[src/rtl/napalm_pkg.sv]
// rtl/napalm_pkg.sv - shared constants and types for the fetch front end
// Purpose: word size, reset fetch address, fetch state encoding, pc step.
// Ports: none (package).
package napalm_pkg;

   localparam int              XLEN             = 32;
   localparam logic [XLEN-1:0] RESET_PC_DEFAULT = 32'h0000_0000;
   localparam logic [XLEN-1:0] WORD_INC         = 32'd4;

   typedef enum logic {
      FETCH = 1'b0,
      FLUSH = 1'b1
   } fetch_state_t;

endpackage

[src/rtl/fetch_fifo.sv]
// rtl/fetch_fifo.sv - synchronous FIFO used for prefetch data and pc tags
// Purpose: DEPTH x WIDTH queue with same-cycle push/pop and a flush that
//          empties it.
// Ports:
//    clk, rst    clock, asynchronous active-high reset
//    i_push      write i_data (dropped when full and not popping)
//    i_data      write data
//    i_pop       remove head entry (ignored when empty)
//    i_flush     discard all entries; overrides push/pop
//    o_data      head entry (undefined when empty)
//    o_full      DEPTH entries held
//    o_empty     no entries held
//    o_count     number of entries held
module fetch_fifo #(
   parameter int DEPTH = 4,
   parameter int WIDTH = 64
) (
   input  logic                     clk,
   input  logic                     rst,
   input  logic                     i_push,
   input  logic [WIDTH-1:0]         i_data,
   input  logic                     i_pop,
   input  logic                     i_flush,
   output logic [WIDTH-1:0]         o_data,
   output logic                     o_full,
   output logic                     o_empty,
   output logic [$clog2(DEPTH):0]   o_count
);

   localparam int AW = $clog2(DEPTH);
   localparam int CW = AW + 1;

   logic [WIDTH-1:0] r_mem [DEPTH];
   logic [AW-1:0]    r_wr_ptr;
   logic [AW-1:0]    r_rd_ptr;
   logic [CW-1:0]    r_count;
   logic             w_do_push;
   logic             w_do_pop;

   assign o_empty   = (r_count == '0);
   assign o_full    = (r_count == CW'(DEPTH));
   assign o_count   = r_count;
   assign o_data    = r_mem[r_rd_ptr];
   assign w_do_pop  = i_pop && !o_empty;
   // A full FIFO may still take a push when the head leaves in the same cycle.
   assign w_do_push = i_push && (!o_full || w_do_pop);

   // Pointers are AW bits wide, so wrap modulo DEPTH comes for free.
   always_ff @(posedge clk or posedge rst) begin
      if (rst) begin
         r_wr_ptr <= '0;
         r_rd_ptr <= '0;
         r_count  <= '0;
      end else if (i_flush) begin
         r_wr_ptr <= '0;
         r_rd_ptr <= '0;
         r_count  <= '0;
      end else begin
         if (w_do_push) r_wr_ptr <= r_wr_ptr + AW'(1);
         if (w_do_pop)  r_rd_ptr <= r_rd_ptr + AW'(1);
         r_count <= r_count + CW'(w_do_push) - CW'(w_do_pop);
      end
   end

   always_ff @(posedge clk) begin
      if (w_do_push && !i_flush) r_mem[r_wr_ptr] <= i_data;
   end

   a_no_overflow: assert property (@(posedge clk) disable iff (rst)
      !(i_push && !i_flush && o_full && !i_pop));

endmodule

[src/rtl/fetch_unit.sv]
// rtl/fetch_unit.sv - instruction fetch front end with prefetch FIFO
// Purpose: issues word fetches to an in-order variable-latency memory,
//          queues {pc, inst} pairs, hands them out by valid/ready, and
//          restarts on redirect while dropping responses still in flight.
// Ports:
//    clk, rst                      clock, asynchronous active-high reset
//    redirect, redirect_pc         flush and restart at redirect_pc (word aligned)
//    imem_req, imem_addr           request valid / word address
//    imem_gnt                      request accepted
//    imem_rvalid, imem_rdata       in-order response
//    out_valid, out_ready          instruction handshake to the core
//    out_pc, out_inst              head {pc, inst}
module fetch_unit
   import napalm_pkg::*;
#(
   parameter logic [XLEN-1:0] RESET_PC = RESET_PC_DEFAULT,
   parameter int              DEPTH    = 4
) (
   input  logic            clk,
   input  logic            rst,
   input  logic            redirect,
   input  logic [XLEN-1:0] redirect_pc,
   output logic            imem_req,
   output logic [XLEN-1:0] imem_addr,
   input  logic            imem_gnt,
   input  logic            imem_rvalid,
   input  logic [XLEN-1:0] imem_rdata,
   output logic            out_valid,
   input  logic            out_ready,
   output logic [XLEN-1:0] out_pc,
   output logic [XLEN-1:0] out_inst
);

   localparam int CW = $clog2(DEPTH) + 1;

   fetch_state_t    r_state;
   fetch_state_t    w_state_nxt;
   logic [XLEN-1:0] r_fetch_pc;
   logic [CW-1:0]   r_inflight;
   logic [CW-1:0]   r_stale;
   logic [CW-1:0]   w_stale_nxt;
   logic [CW-1:0]   w_outstanding;
   logic [CW-1:0]   w_credits;
   logic [CW-1:0]   w_fifo_count;
   logic [CW-1:0]   w_tag_count;
   logic            w_fifo_empty;
   logic            w_fifo_full;
   logic            w_tag_empty;
   logic            w_tag_full;
   logic [2*XLEN-1:0] w_head;
   logic [XLEN-1:0] w_tag_pc;
   logic [XLEN-1:0] w_redirect_word;
   logic            w_gnt_fire;
   logic            w_resp_fire;
   logic            w_pop;

   assign w_redirect_word = redirect_pc & ~32'h3;
   assign w_credits       = CW'(DEPTH) - w_fifo_count - r_inflight;
   assign w_outstanding   = r_stale + r_inflight;
   assign w_gnt_fire      = imem_req && imem_gnt;
   // Only live (non-stale) responses with a matching tag enter the FIFO.
   assign w_resp_fire     = imem_rvalid && (r_stale == '0) && (r_inflight != '0) && !redirect;
   assign w_pop           = !w_fifo_empty && out_ready && !redirect;

   // Stale bookkeeping. On redirect everything outstanding becomes stale,
   // less one if a response lands in that same cycle.
   always_comb begin
      w_stale_nxt = r_stale;
      if (redirect) begin
         w_stale_nxt = w_outstanding;
         if (imem_rvalid && w_outstanding != '0) w_stale_nxt = w_outstanding - CW'(1);
      end else if (imem_rvalid && r_stale != '0) begin
         w_stale_nxt = r_stale - CW'(1);
      end
   end

   always_ff @(posedge clk or posedge rst) begin
      if (rst) begin
         r_fetch_pc <= RESET_PC;
         r_inflight <= '0;
         r_stale    <= '0;
      end else begin
         r_stale <= w_stale_nxt;
         if (redirect) begin
            r_fetch_pc <= w_redirect_word;
            r_inflight <= '0;
         end else begin
            if (w_gnt_fire) r_fetch_pc <= r_fetch_pc + WORD_INC;
            r_inflight <= r_inflight + CW'(w_gnt_fire) - CW'(w_resp_fire);
         end
      end
   end

   // State register
   always_ff @(posedge clk or posedge rst) begin
      if (rst) r_state <= FETCH;
      else     r_state <= w_state_nxt;
   end

   // Next state: FLUSH exactly while stale responses remain to be drained.
   always_comb begin
      w_state_nxt = r_state;
      case (r_state)
         FETCH: if (redirect && w_stale_nxt != '0) w_state_nxt = FLUSH;
         FLUSH: if (w_stale_nxt == '0) w_state_nxt = FETCH;
         default: w_state_nxt = FETCH;
      endcase
   end

   // Outputs; rst gates imem_req so it drops the moment reset asserts.
   always_comb begin
      imem_req  = 1'b0;
      imem_addr = r_fetch_pc;
      out_valid = 1'b0;
      out_pc    = '0;
      out_inst  = '0;
      if (!rst && r_state == FETCH && w_credits != '0 && !redirect) imem_req = 1'b1;
      if (!w_fifo_empty) begin
         out_valid = 1'b1;
         out_pc    = w_head[2*XLEN-1:XLEN];
         out_inst  = w_head[XLEN-1:0];
      end
   end

   fetch_fifo #(.DEPTH(DEPTH), .WIDTH(XLEN)) u_tag_q (
      .clk     (clk),
      .rst     (rst),
      .i_push  (w_gnt_fire),
      .i_data  (r_fetch_pc),
      .i_pop   (w_resp_fire),
      .i_flush (redirect),
      .o_data  (w_tag_pc),
      .o_full  (w_tag_full),
      .o_empty (w_tag_empty),
      .o_count (w_tag_count)
   );

   fetch_fifo #(.DEPTH(DEPTH), .WIDTH(2*XLEN)) u_out_q (
      .clk     (clk),
      .rst     (rst),
      .i_push  (w_resp_fire),
      .i_data  ({w_tag_pc, imem_rdata}),
      .i_pop   (w_pop),
      .i_flush (redirect),
      .o_data  (w_head),
      .o_full  (w_fifo_full),
      .o_empty (w_fifo_empty),
      .o_count (w_fifo_count)
   );

   a_no_orphan_rvalid: assert property (@(posedge clk) disable iff (rst)
      !(imem_rvalid && w_outstanding == '0));
   a_tag_tracks_inflight: assert property (@(posedge clk) disable iff (rst)
      w_tag_count == r_inflight);
   a_tag_not_full_on_gnt: assert property (@(posedge clk) disable iff (rst)
      !(w_gnt_fire && w_tag_full));
   a_tag_present_on_resp: assert property (@(posedge clk) disable iff (rst)
      !(w_resp_fire && w_tag_empty));
   a_fifo_room_on_resp: assert property (@(posedge clk) disable iff (rst)
      !(w_resp_fire && w_fifo_full && !w_pop));

endmodule

[config.mk]
export PLATFORM = sky130hd
export DESIGN_NAME = fetch_unit
export DESIGN_NICKNAME = d
export VERILOG_FILES = /design/src/rtl/napalm_pkg.sv /design/src/rtl/fetch_fifo.sv /design/src/rtl/fetch_unit.sv
export SDC_FILE = /design/constraint.sdc
export NUM_CORES = 1
export LEC_CHECK = 0
export ABC_CLOCK_PERIOD_IN_PS = 10700
export CORE_ASPECT_RATIO = 2
export CORE_MARGIN = 5
export CORE_UTILIZATION = 64
export CTS_BUF_LIST = sky130_fd_sc_hd__clkbuf_4 sky130_fd_sc_hd__clkbuf_8
export CTS_CLUSTER_SIZE = 24
export DETAILED_ROUTE_END_ITERATION = 16
export PLACE_DENSITY = 0.85
export SETUP_SLACK_MARGIN = 0.2
export SLEW_MARGIN = 20
export SYNTH_ARGS = -nofsm -noshare
export SYNTH_HDL_FRONTEND = slang
export SYNTH_HIERARCHICAL = 1
export SYNTH_SLANG_ARGS = --single-unit
[constraint.sdc]
create_clock -name clk -period 10.7 [get_ports clk]
set_clock_uncertainty 0.05 [all_clocks]
set_input_delay 2.675 -clock clk [delete_from_list [all_inputs] [get_ports clk]]
set_output_delay 2.675 -clock clk [all_outputs]
set_load 0.005 [all_outputs]
### Word level (Yosys, flattened, before mapping)

Memories as Yosys holds them, arrays and structs flattened.
Cells that the tools add are included.

* register bits: 53
* bits in latches: 0
* RAM bits: 384
* bits in read-only memories: 0
* output and inout port bits: 98
* memories kept: 2

* $add $sub $neg: 16
* multipliers: 0
* div/mod/pow operators: 0
* magnitude comparators: 0
* eq/ne operators: 2
* shift operators: 0
* muxes and demuxes: 27
* bitwise operators: 1
* reduce and logical (&&, ||, !) cells: 40

Memory list
* u_out_q.r_mem: words 4, width 64, read ports 1, clocked after memory_dff 0, wr ports 1, RTL line fetch_fifo.sv:33 `logic [WIDTH-1:0] r_mem [DEPTH];`
* u_tag_q.r_mem: words 4, width 32, read ports 1, clocked after memory_dff 0, wr ports 1, RTL line fetch_fifo.sv:33

Operators with widths (number)
* $mux 32: 4
* $add 32x3->32 const B: 1
* $logic_and 1x1->1: 18
* $mux 3: 6
* $mux 2: 8
* $reduce_bool 3->1: 5
* $logic_not 3->1: 4
* $reduce_bool 2->1: 5
* $add 3x1->3: 3
* $sub 3x1->3: 3
* $add 2x1->2 const B: 4
* $mux 1: 8
* $eq 3x3->1 const B: 2
* $logic_not 1->1: 6
* $sub 3x1->3 const B: 2
* $add 3x3->3: 1
* $sub 3x3->3: 1
* $sub 3x3->3 const A: 1
* $logic_or 1x1->1: 2
* $pmux 1 s2: 1
* $not 1->1: 1

### Logic depth before layout (Yosys ltp)

Gate-level depths: netlist of the first run.

* word-level depth: 11
* depth in mapped cells: 16
* mapped depth without buffers: 14

### By module

Netlist of the first run, hierarchy kept.

Modules (own cells, without submodules)
* fetch_fifo (u_out_q): instances 1, cells an instance 380, area an instance 9721.8 µm²
* fetch_fifo (u_tag_q): instances 1, cells an instance 214, area an instance 5116.2 µm²
* fetch_unit: instances 1, cells an instance 357, area an instance 2924.1 µm²

### Worst setup path after synthesis of the first run

No wires, ideal clock.

* path type: input-to-reg
* start point: input port redirect
* end point: memory u_out_q.r_mem[0][0] (enable)
* library setup time: 0.429 ns
* arrival time: 5.903 ns
* slack: 4.318 ns
* stages: 5
* path through: clkbuf_1 clkbuf_1 nor4b_1 nor3b_1 and2_1

RTL lines
* start: declaration: RTL line fetch_unit.sv:21 `input logic redirect,`
* $logic_not 1->1: RTL line fetch_unit.sv:62 `assign w_resp_fire = imem_rvalid && (r_stale == '0) && (r_inflight != '0) && !redirect;`
* $logic_and 1x1->1: RTL line fetch_unit.sv:62
* via w_resp_fire: RTL line fetch_unit.sv:54 `logic w_resp_fire;`
* $logic_and 1x1->1: RTL line fetch_fifo.sv:46 `assign w_do_push = i_push && (!o_full || w_do_pop);`
* $logic_and 1x1->1: RTL line fetch_fifo.sv:66 `if (w_do_push && !i_flush) r_mem[r_wr_ptr] <= i_data;`
* $mux 1: RTL line fetch_fifo.sv:66
* $mux 1 (implied by the code): RTL line fetch_fifo.sv:66
* end: declaration: RTL line fetch_fifo.sv:33

The timed path passes the listed nets, and every way through them passes these cells.

### Final worst setup path of the first run

* start point: input port redirect
* end point: output port imem_req

* cells in the longest elaborated chain, start to end: 3

RTL lines
* $logic_not 1->1: RTL line fetch_unit.sv:117 `if (!rst && r_state == FETCH && w_credits != '0 && !redirect) imem_req = 1'b1;`
* $logic_and 1x1->1: RTL line fetch_unit.sv:117
* $mux 1: RTL line fetch_unit.sv:117
* end: declaration: RTL line fetch_unit.sv:23 `output logic imem_req,`

Every way passes these cells.

==> results.json, run 1 <==
{
  "status": "finished clean",
  "wl_per_cell_um": 22.5,
  "dieArea_sq_um": 31400,
  "drive_gt1_share_pct": 18.7,
  "cts.htree.levels": 2,
  "yosys_warnings": 6,
  "cts_root_buffer": "clkbuf_8",
  "wirelength_um": 34700,
  "antenna_left": 0,
  "tns_ps": 0,
  "intPower_mw": 2.61,
  "synthCells": 948,
  "tightest_slew_ps": 1020,
  "antenna_found_initial": 0,
  "cap_violations": 0,
  "dp_slack_ps": 3900,
  "leakage_nw": 6.84,
  "path_clk_slew_ps": 70,
  "rsz0062_at_grt": "no",
  "worstPathMaxFanout": 62,
  "die_y_um": 245,
  "timing.fmax_mhz": 147,
  "final_nets": 1242,
  "drtPass1Iterations": 5,
  "grt_pass1_wl_um": 55000,
  "cp_slowest_cell": "buf_4",
  "cts_setup_buffers": 0,
  "design.portCount": 168,
  "clk_latency_ps": 580,
  "vias": 9365,
  "cp.required_ps": 7980,
  "comb_power_share_pct": 5.4,
  "initial_utilization_pct": 64.7,
  "die_x_um": 128,
  "avgSynthCellArea_sq_um": 18.7,
  "cp_num_cells": 6,
  "grt_overflow_total": 0,
  "critPathCapture": "imem_req",
  "fin_crit_sh_pct": 63.6,
  "postLayoutCellArea_sq_um": 20800,
  "drc_errors": 0,
  "grt_max_degree": 66,
  "drtIter0Drc": 634,
  "postCtsResizedCells": 0,
  "critPathCaptureType": "output port",
  "clk_path_buf_depth": 3,
  "place_congestion": 0.895,
  "dp_hpwl_um": 21400,
  "power_frac_clock_pct": 36.2,
  "grt_pass1_vias": 10200,
  "grt_util_all_layers_pct": 22.7,
  "relSlewSlack_pct": 31.2,
  "setup.worst_path.start_class": "primary input",
  "place_area_sq_um": 19700,
  "cpMostUsedCell": "nor2_1",
  "p_sw_share_pct": 21.0,
  "path_cells": "buf_2, buf_4, nor2_1, o21ai_0, nor2_1, clkdlybuf4s50_1",
  "crit_buf_inv": 3,
  "path_delay_family": "buffers and inverters",
  "rr_startpoint": "u_out_q/o_count[1]",
  "crit_start": "redirect",
  "ir_worst_vdd_v": 0.000107,
  "drv_slew": 0,
  "area_growth_syn_to_layout_pct": 17.4,
  "finalWorstSetupSlack_ps": 3890,
  "fp.coreArea_sq_um": 27400,
  "path_class": "primary input to output port",
  "power_switching_mw": 0.692,
  "seqPwrFrac_pct": 58.5,
  "insertedDiodeCount": 0,
  "setup_viol": 0,
  "fin_crit_ps": 6810,
  "n_fill_cell": 1549,
  "syn_area_sq_um": 17700,
  "r2r-end": "u_tag_q/r_mem[0][2]",
  "power_density_nw_per_um2": 158,
  "reg2reg_slack_ps": 6760,
  "fp-row-count": 86,
  "cp.arrival_ps": 4080,
  "hold_viol": 0,
  "critical-path-max-stage-delay_ps": 530,
  "cts_buffers": 53,
  "vias_per_cell": 6.08,
  "port_buffers": 163,
  "cts_tree": "done",
  "worstRegToRegCells": 10,
  "postCtsHoldBufs": 0,
  "cts.sinks": 435,
  "hold_path_class": "flip-flop to flip-flop",
  "final_util_pct": 75.9
}
stage by stage:
stage	hold slack (ps)	cells	power [mW]
2_1_floorplan	450	957	2.04
3_3_place_gp	468	1444	2.13
3_5_place_dp	487	1444	2.14
4_1_cts	509	1540	3.33
5_1_grt	566	1540	3.43
6_report	513	1540	3.30
layer usage:
layer  wire, um  vias to the layer above  track usage [%]  part of all wire (%)
met5          0                        -                0                     0
li1           -                     4158                -                     -
met3       1810                       96             3.22                   5.2
met1      12300                     4746             26.5                    35
met2      19200                      365             41.6                    55
met4       1390                        0             9.53                   4.0
worst min-delay path by stage:
stage	to	slack [ps]	startpoint	depth (start not counted)
finish	u_out_q/r_rd_ptr[1]	510	u_out_q/r_rd_ptr[1]	2
global route	u_out_q/r_rd_ptr[1]	570	u_out_q/r_rd_ptr[1]	2
CTS	u_out_q/r_rd_ptr[1]	510	u_out_q/r_rd_ptr[1]	2
detailed placement	u_out_q/r_rd_ptr[1]	490	u_out_q/r_rd_ptr[1]	2
global placement	u_out_q/r_rd_ptr[1]	470	u_out_q/r_rd_ptr[1]	2
floorplan	r_state	450	r_state	1
registers in the layout, indices dropped and copies added (netlist names):
register and flops:
r_state 1, u_tag_q/r_wr_ptr 2, u_tag_q/o_count 3, u_tag_q/r_mem 128
u_out_q/r_wr_ptr 2, u_out_q/r_rd_ptr 2, u_out_q/r_mem 256, u_out_q/o_count 3
imem_addr 30, u_tag_q/r_rd_ptr 2, r_stale 3, r_inflight 3
area by class of cell:
type                    instances  area (sq um)  area share (%)
multi-input cells             447          4600            22.1
flip-flops and latches        435         12800            61.5
clock buffers                  77           941            4.52
clock inverters                19           163           0.781
repair buffers                180          1750            8.42
inverters                      30           113           0.541
well taps                     352           440            2.12
tightest hold or removal path: stages (launching register included):
cell and delay [ps]:
dfrtp_2 370, xor2_1 70, nor2_1 80
power groups by stage:
stage	registers, mW	logic [mW]	clock network (mW)
2_1_floorplan	1.94	0.0906	0
3_3_place_gp	1.96	0.169	0
3_5_place_dp	1.96	0.175	0
4_1_cts	1.93	0.177	1.22
5_1_grt	1.93	0.194	1.30
6_report	1.93	0.177	1.19
layout by cell type (no fill, tap or decap), drive strengths merged, types with 10 or more instances in the layout:
cell           count
nand3             17
dfrtp             51
nor2b             70
a22oi             10
inv               31
buf               18
o21ai             13
nor2              34
clkbuf            77
clkdlybuf4s50    162
mux4              96
conb              10
xor2              11
nand2             26
nand4             10
edfxtp           384
ha                21
or4               10
clkinv            15
No activity file was read; power rests on OpenSTA's default activity.
==> run 2: changes to the inputs <==
- ABC_CLOCK_PERIOD_IN_PS: 10700 -> 5400
- CORE_UTILIZATION: 64 -> 54
- PLACE_DENSITY: 0.85 -> 0.76
- clock period: 10.7 -> 5.4 ns (I/O delays scaled with it)
==> results.json, run 2 (synthesized netlist as in run 1, its figures left out) <==
{
  "status": "finished clean",
  "antenna_left": 0,
  "antenna_found_initial": 1,
  "die_y_um": 266,
  "drc_errors": 0,
  "power_density_nw_per_um2": 310,
  "fp-row-count": 94,
  "place_congestion": 0.902,
  "whs_ps": 516,
  "initial_utilization_pct": 54.3,
  "dp_slack_ps": 1150,
  "power_frac_clock_pct": 36.1,
  "hold_viol": 0,
  "vias": 9330,
  "hold_start": "r_state",
  "setup_viol": 0,
  "fp.coreArea_sq_um": 32700,
  "fin_crit_sh_pct": 82.0,
  "grt_max_degree": 65,
  "p_sw_share_pct": 21.4,
  "largest_register_ffs": 256,
  "cts.htree.levels": 2,
  "timing.fmax_mhz": 226,
  "ir_worst_vdd_v": 0.000194,
  "whs_path_depth": 1,
  "setup.worst_path.start_class": "flip-flop",
  "layout.cells.non_filler": 1631,
  "cts.sinks": 435,
  "cp.required_ps": 4000,
  "crit_start": "u_out_q/o_count[1]",
  "dieArea_sq_um": 36800,
  "path_clk_slew_ps": 70,
  "final_nets": 1249,
  "regMostFlops": "u_out_q/r_mem",
  "grt_util_all_layers_pct": 19.7,
  "hold_path_class": "flip-flop to flip-flop",
  "rr_startpoint": "u_out_q/o_count[1]",
  "wirelength_um": 35500,
  "drive_gt1_share_pct": 19.1,
  "worstPathMaxFanout": 7,
  "area_growth_syn_to_layout_pct": 18.6,
  "path_class": "flip-flop to output port",
  "design.portCount": 168,
  "grt_pass1_vias": 10100,
  "leakage_nw": 6.88,
  "tightest_slew_ps": 1130,
  "drv_slew": 0,
  "clk_latency_ps": 610,
  "power_switching_mw": 1.40,
  "cp.arrival_ps": 3030,
  "cts_setup_buffers": 0,
  "intPower_mw": 5.13,
  "clk_path_buf_depth": 3,
  "relSlewSlack_pct": 24.2,
  "worstRegToRegCells": 10,
  "mostFrequentLayoutCells": "edfxtp_1, clkdlybuf4s50_1, mux4_2",
  "postCtsResizedCells": 0,
  "tns_ps": 0,
  "final_util_pct": 64.3,
  "cts_tree": "done",
  "seqPwrFrac_pct": 58.5,
  "cap_violations": 0,
  "drtIter0Drc": 480,
  "final_common_cell": "edfxtp_1",
  "rsz0062_at_grt": "no",
  "finalWorstSetupSlack_ps": 972,
  "comb_power_share_pct": 5.4,
  "r2r-end": "u_tag_q/r_mem[1][30]",
  "wl_per_cell_um": 21.8,
  "dp.cells": 1529,
  "critPathCaptureType": "output port",
  "reg2reg_slack_ps": 1810,
  "critPathCapture": "imem_req",
  "grt_pass1_wl_um": 56500,
  "dp_hpwl_um": 22700,
  "postCtsHoldBufs": 0,
  "port_buffers": 163,
  "cts_buffers": 55,
  "drtPass1Iterations": 5,
  "grt_overflow_total": 0,
  "fin_crit_ps": 4430,
  "vias_per_cell": 5.72,
  "cts_root_buffer": "clkbuf_8",
  "die_x_um": 138
}
-- run 2: cell count changes in the layout (fill, tap and decap cells not counted), moves of 3 or more --
cell and delta:
and2_4 +4, and2_2 -4, clkinv_1 +3, buf_12 +5
-- run 2: per-stage QoR --
step	area (sq um)	power, mW
finish	21000	6.53
global route	21000	6.81
CTS	21000	6.60
detailed placement	19900	4.24
global placement	19900	4.22
floorplan	17800	4.03
-- run 2: how the worst min path moves through the flow --
stage                    to
detailed placement  r_state
CTS                 r_state
global route        r_state
global placement    r_state
finish              r_state
floorplan           r_state
-- run 2: worst max-delay path, stage by stage (launching register included) --
cell and delay [ps]:
dfrtp_1 570, ha_1 310, inv_1 60, ha_1 150, xor2_1 270, xor2_1 330
o21ai_0 130, nor2_1 100, clkdlybuf4s50_1 520
-- run 2: power by group through the flow --
stage          clock network [mW]  registers, mW  logic (mW)
5_1_grt                      2.59           3.83       0.390
2_1_floorplan                   0           3.85       0.180
3_5_place_dp                    0           3.89       0.354
6_report                     2.35           3.82       0.354
3_3_place_gp                    0           3.88       0.342
4_1_cts                      2.43           3.82       0.357
-- run 2: area by class of cell --
class	instances	area, sq um
Timing Repair Buffer	185	1850
Multi-Input combinational cell	447	4600
Sequential cell	435	12800
Antenna cell	1	2.50
Clock buffer	78	948
Fill cell	2323	11700
Inverter	30	113
Clock inverter	23	160
Tap cell	432	541
-- run 2: metal layers --
layer  vias up  wire length [um]  GRT usage (%)
met2       284             20100           36.8
li1       4171                 -              -
met3        60              1490           3.05
met5         -                 0              0
met1      4815             12900           22.5
met4         0              1020           7.75
==> run 3: changes to the inputs <==
- ABC_CLOCK_PERIOD_IN_PS: 5400 -> 3850
- clock period: 5.4 -> 3.85 ns (I/O delays scaled with it)
==> results.json, run 3 (synthesized netlist as in run 1, its figures left out) <==
{
  "hold_viol": 0,
  "cts.htree.levels": 2,
  "drtPass1Iterations": 7,
  "mostFrequentLayoutCells": "edfxtp_1, clkdlybuf4s50_1, mux4_2",
  "finalWorstSetupSlack_ps": 299,
  "clk_latency_ps": 600,
  "dieArea_sq_um": 36800,
  "path_clk_slew_ps": 70,
  "power_mw": 9.05,
  "relSlewSlack_pct": 33.4,
  "rr_startpoint": "r_inflight[1]",
  "vias": 9365,
  "vias_per_cell": 5.66,
  "grt_max_degree": 66,
  "tightest_slew_ps": 974,
  "antenna_left": 0,
  "drc_errors": 0,
  "final_common_cell": "edfxtp_1",
  "final_nets": 1275,
  "layout.cells.non_filler": 1656,
  "antenna_found_initial": 1,
  "postLayoutCellArea_sq_um": 21400,
  "tns_ps": 0,
  "largest_register_ffs": 256,
  "n_fill_cell": 2317,
  "initial_utilization_pct": 54.3,
  "cts.sinks": 435,
  "regMostFlops": "u_out_q/r_mem",
  "cts_buffers": 55,
  "setup.worst_path.start_class": "flip-flop",
  "status": "finished clean",
  "path_class": "flip-flop to output port",
  "cap_violations": 0,
  "crit_start": "u_out_q/r_rd_ptr[0]",
  "area_growth_syn_to_layout_pct": 20.6,
  "grt_overflow_total": 0,
  "setup_viol": 0,
  "timing.fmax_mhz": 282,
  "cp.required_ps": 2840,
  "dp_slack_ps": 238,
  "postCtsHoldBufs": 0,
  "fin_crit_sh_pct": 92.2,
  "die_y_um": 266,
  "fin_crit_ps": 3550,
  "drv_slew": 0,
  "place_area_sq_um": 20200,
  "drtIter0Drc": 536,
  "drive_gt1_share_pct": 21.5,
  "cp.arrival_ps": 2540,
  "power_density_nw_per_um2": 423,
  "dp.cells": 1547,
  "critPathCaptureType": "output port",
  "clk_path_buf_depth": 3,
  "cts_tree": "done",
  "wl_per_cell_um": 21.1,
  "design.portCount": 168,
  "leakage_nw": 7.03,
  "port_buffers": 163,
  "die_x_um": 138,
  "hold_path_class": "flip-flop to flip-flop",
  "ir_worst_vdd_v": 0.000298,
  "rsz0062_at_grt": "no",
  "worstPathMaxFanout": 23,
  "cts_root_buffer": "clkbuf_8",
  "hold_start": "r_state",
  "grt_pass1_vias": 10100,
  "grt_pass1_wl_um": 54700,
  "place_congestion": 0.964,
  "grt_util_all_layers_pct": 19.0,
  "fp.coreArea_sq_um": 32700,
  "dp_hpwl_um": 22800,
  "wirelength_um": 34900,
  "fp-row-count": 94
}
==> run 3: cell count changes in the layout (fill, tap and decap cells not counted), sizes merged <==
cell | before | now
buf | 23 | 49
bufinv | 2 | 1
clkbuf | 78 | 79
clkdlybuf4s50 | 162 | 161
clkinv | 19 | 18
clkinvlp | 1 | 2
dlygate4sd2 | 0 | 1
inv | 31 | 30
==> run 3: final cells by class <==
class | instances | area, sq um | share of cell area [%]
Tap cell | 432 | 541 | 2.53
Inverter | 30 | 116 | 0.544
Multi-Input combinational cell | 447 | 4640 | 21.7
Clock inverter | 21 | 119 | 0.555
Antenna cell | 1 | 2.50 | 0.0117
Sequential cell | 435 | 12800 | 59.9
Timing Repair Buffer | 211 | 2220 | 10.4
Clock buffer | 79 | 943 | 4.41
==> run 3: critical path, stage by stage, from the launching register on <==
cell,delay [ps]
dfrtp_4,530
buf_16,240
mux4_2,540
nor2b_1,170
clkdlybuf4s50_1,460
==> run 3: repair_timing <==
action | 4_1_cts | 5_1_grt
setup endpoints to repair | 57 | 19
gates resized for setup | 7 | 1
setup buffers | 6 | 2
pin swaps | 1 | 0
==> run 3: worst paths after layout <==
| path | to | slack (ps) | cells after the start |
|---|---|---|---|
| max | out_pc[30] | 300 | 4 |
| min in group asynchronous | u_out_q/o_count[1] | 870 | 3 |
| max reg2reg | u_tag_q/o_count[2] | 570 | 15 |
| min reg2reg | r_state | 530 | 1 |
| min | r_state | 530 | 1 |
| max in group asynchronous | r_inflight[1] | 2450 | 3 |
==> run 3: stage by stage <==
stage / utilization (%) / hold slack (ps)
global route: 65.5 / 541
global placement: 61.9 / 499
finish: 65.5 / 525
detailed placement: 61.9 / 505
floorplan: - / 450
CTS: 65.4 / 519
==> run 3: metal layers <==
metal	share of wire [%]	vias up	global-route usage, %
met1	37	4774	21.3
met3	4.0	88	2.87
li1	-	4228	-
met4	4.7	0	8.79
met5	0	-	0
met2	55	275	35.5
==> run 3: power by group <==
group	switching [mW]	leakage, nW	internal (mW)
combinational	0.248	2.39	0.265
sequential	0.136	4.08	5.22
clock	1.55	0.565	1.64
total	1.93	7.03	7.12
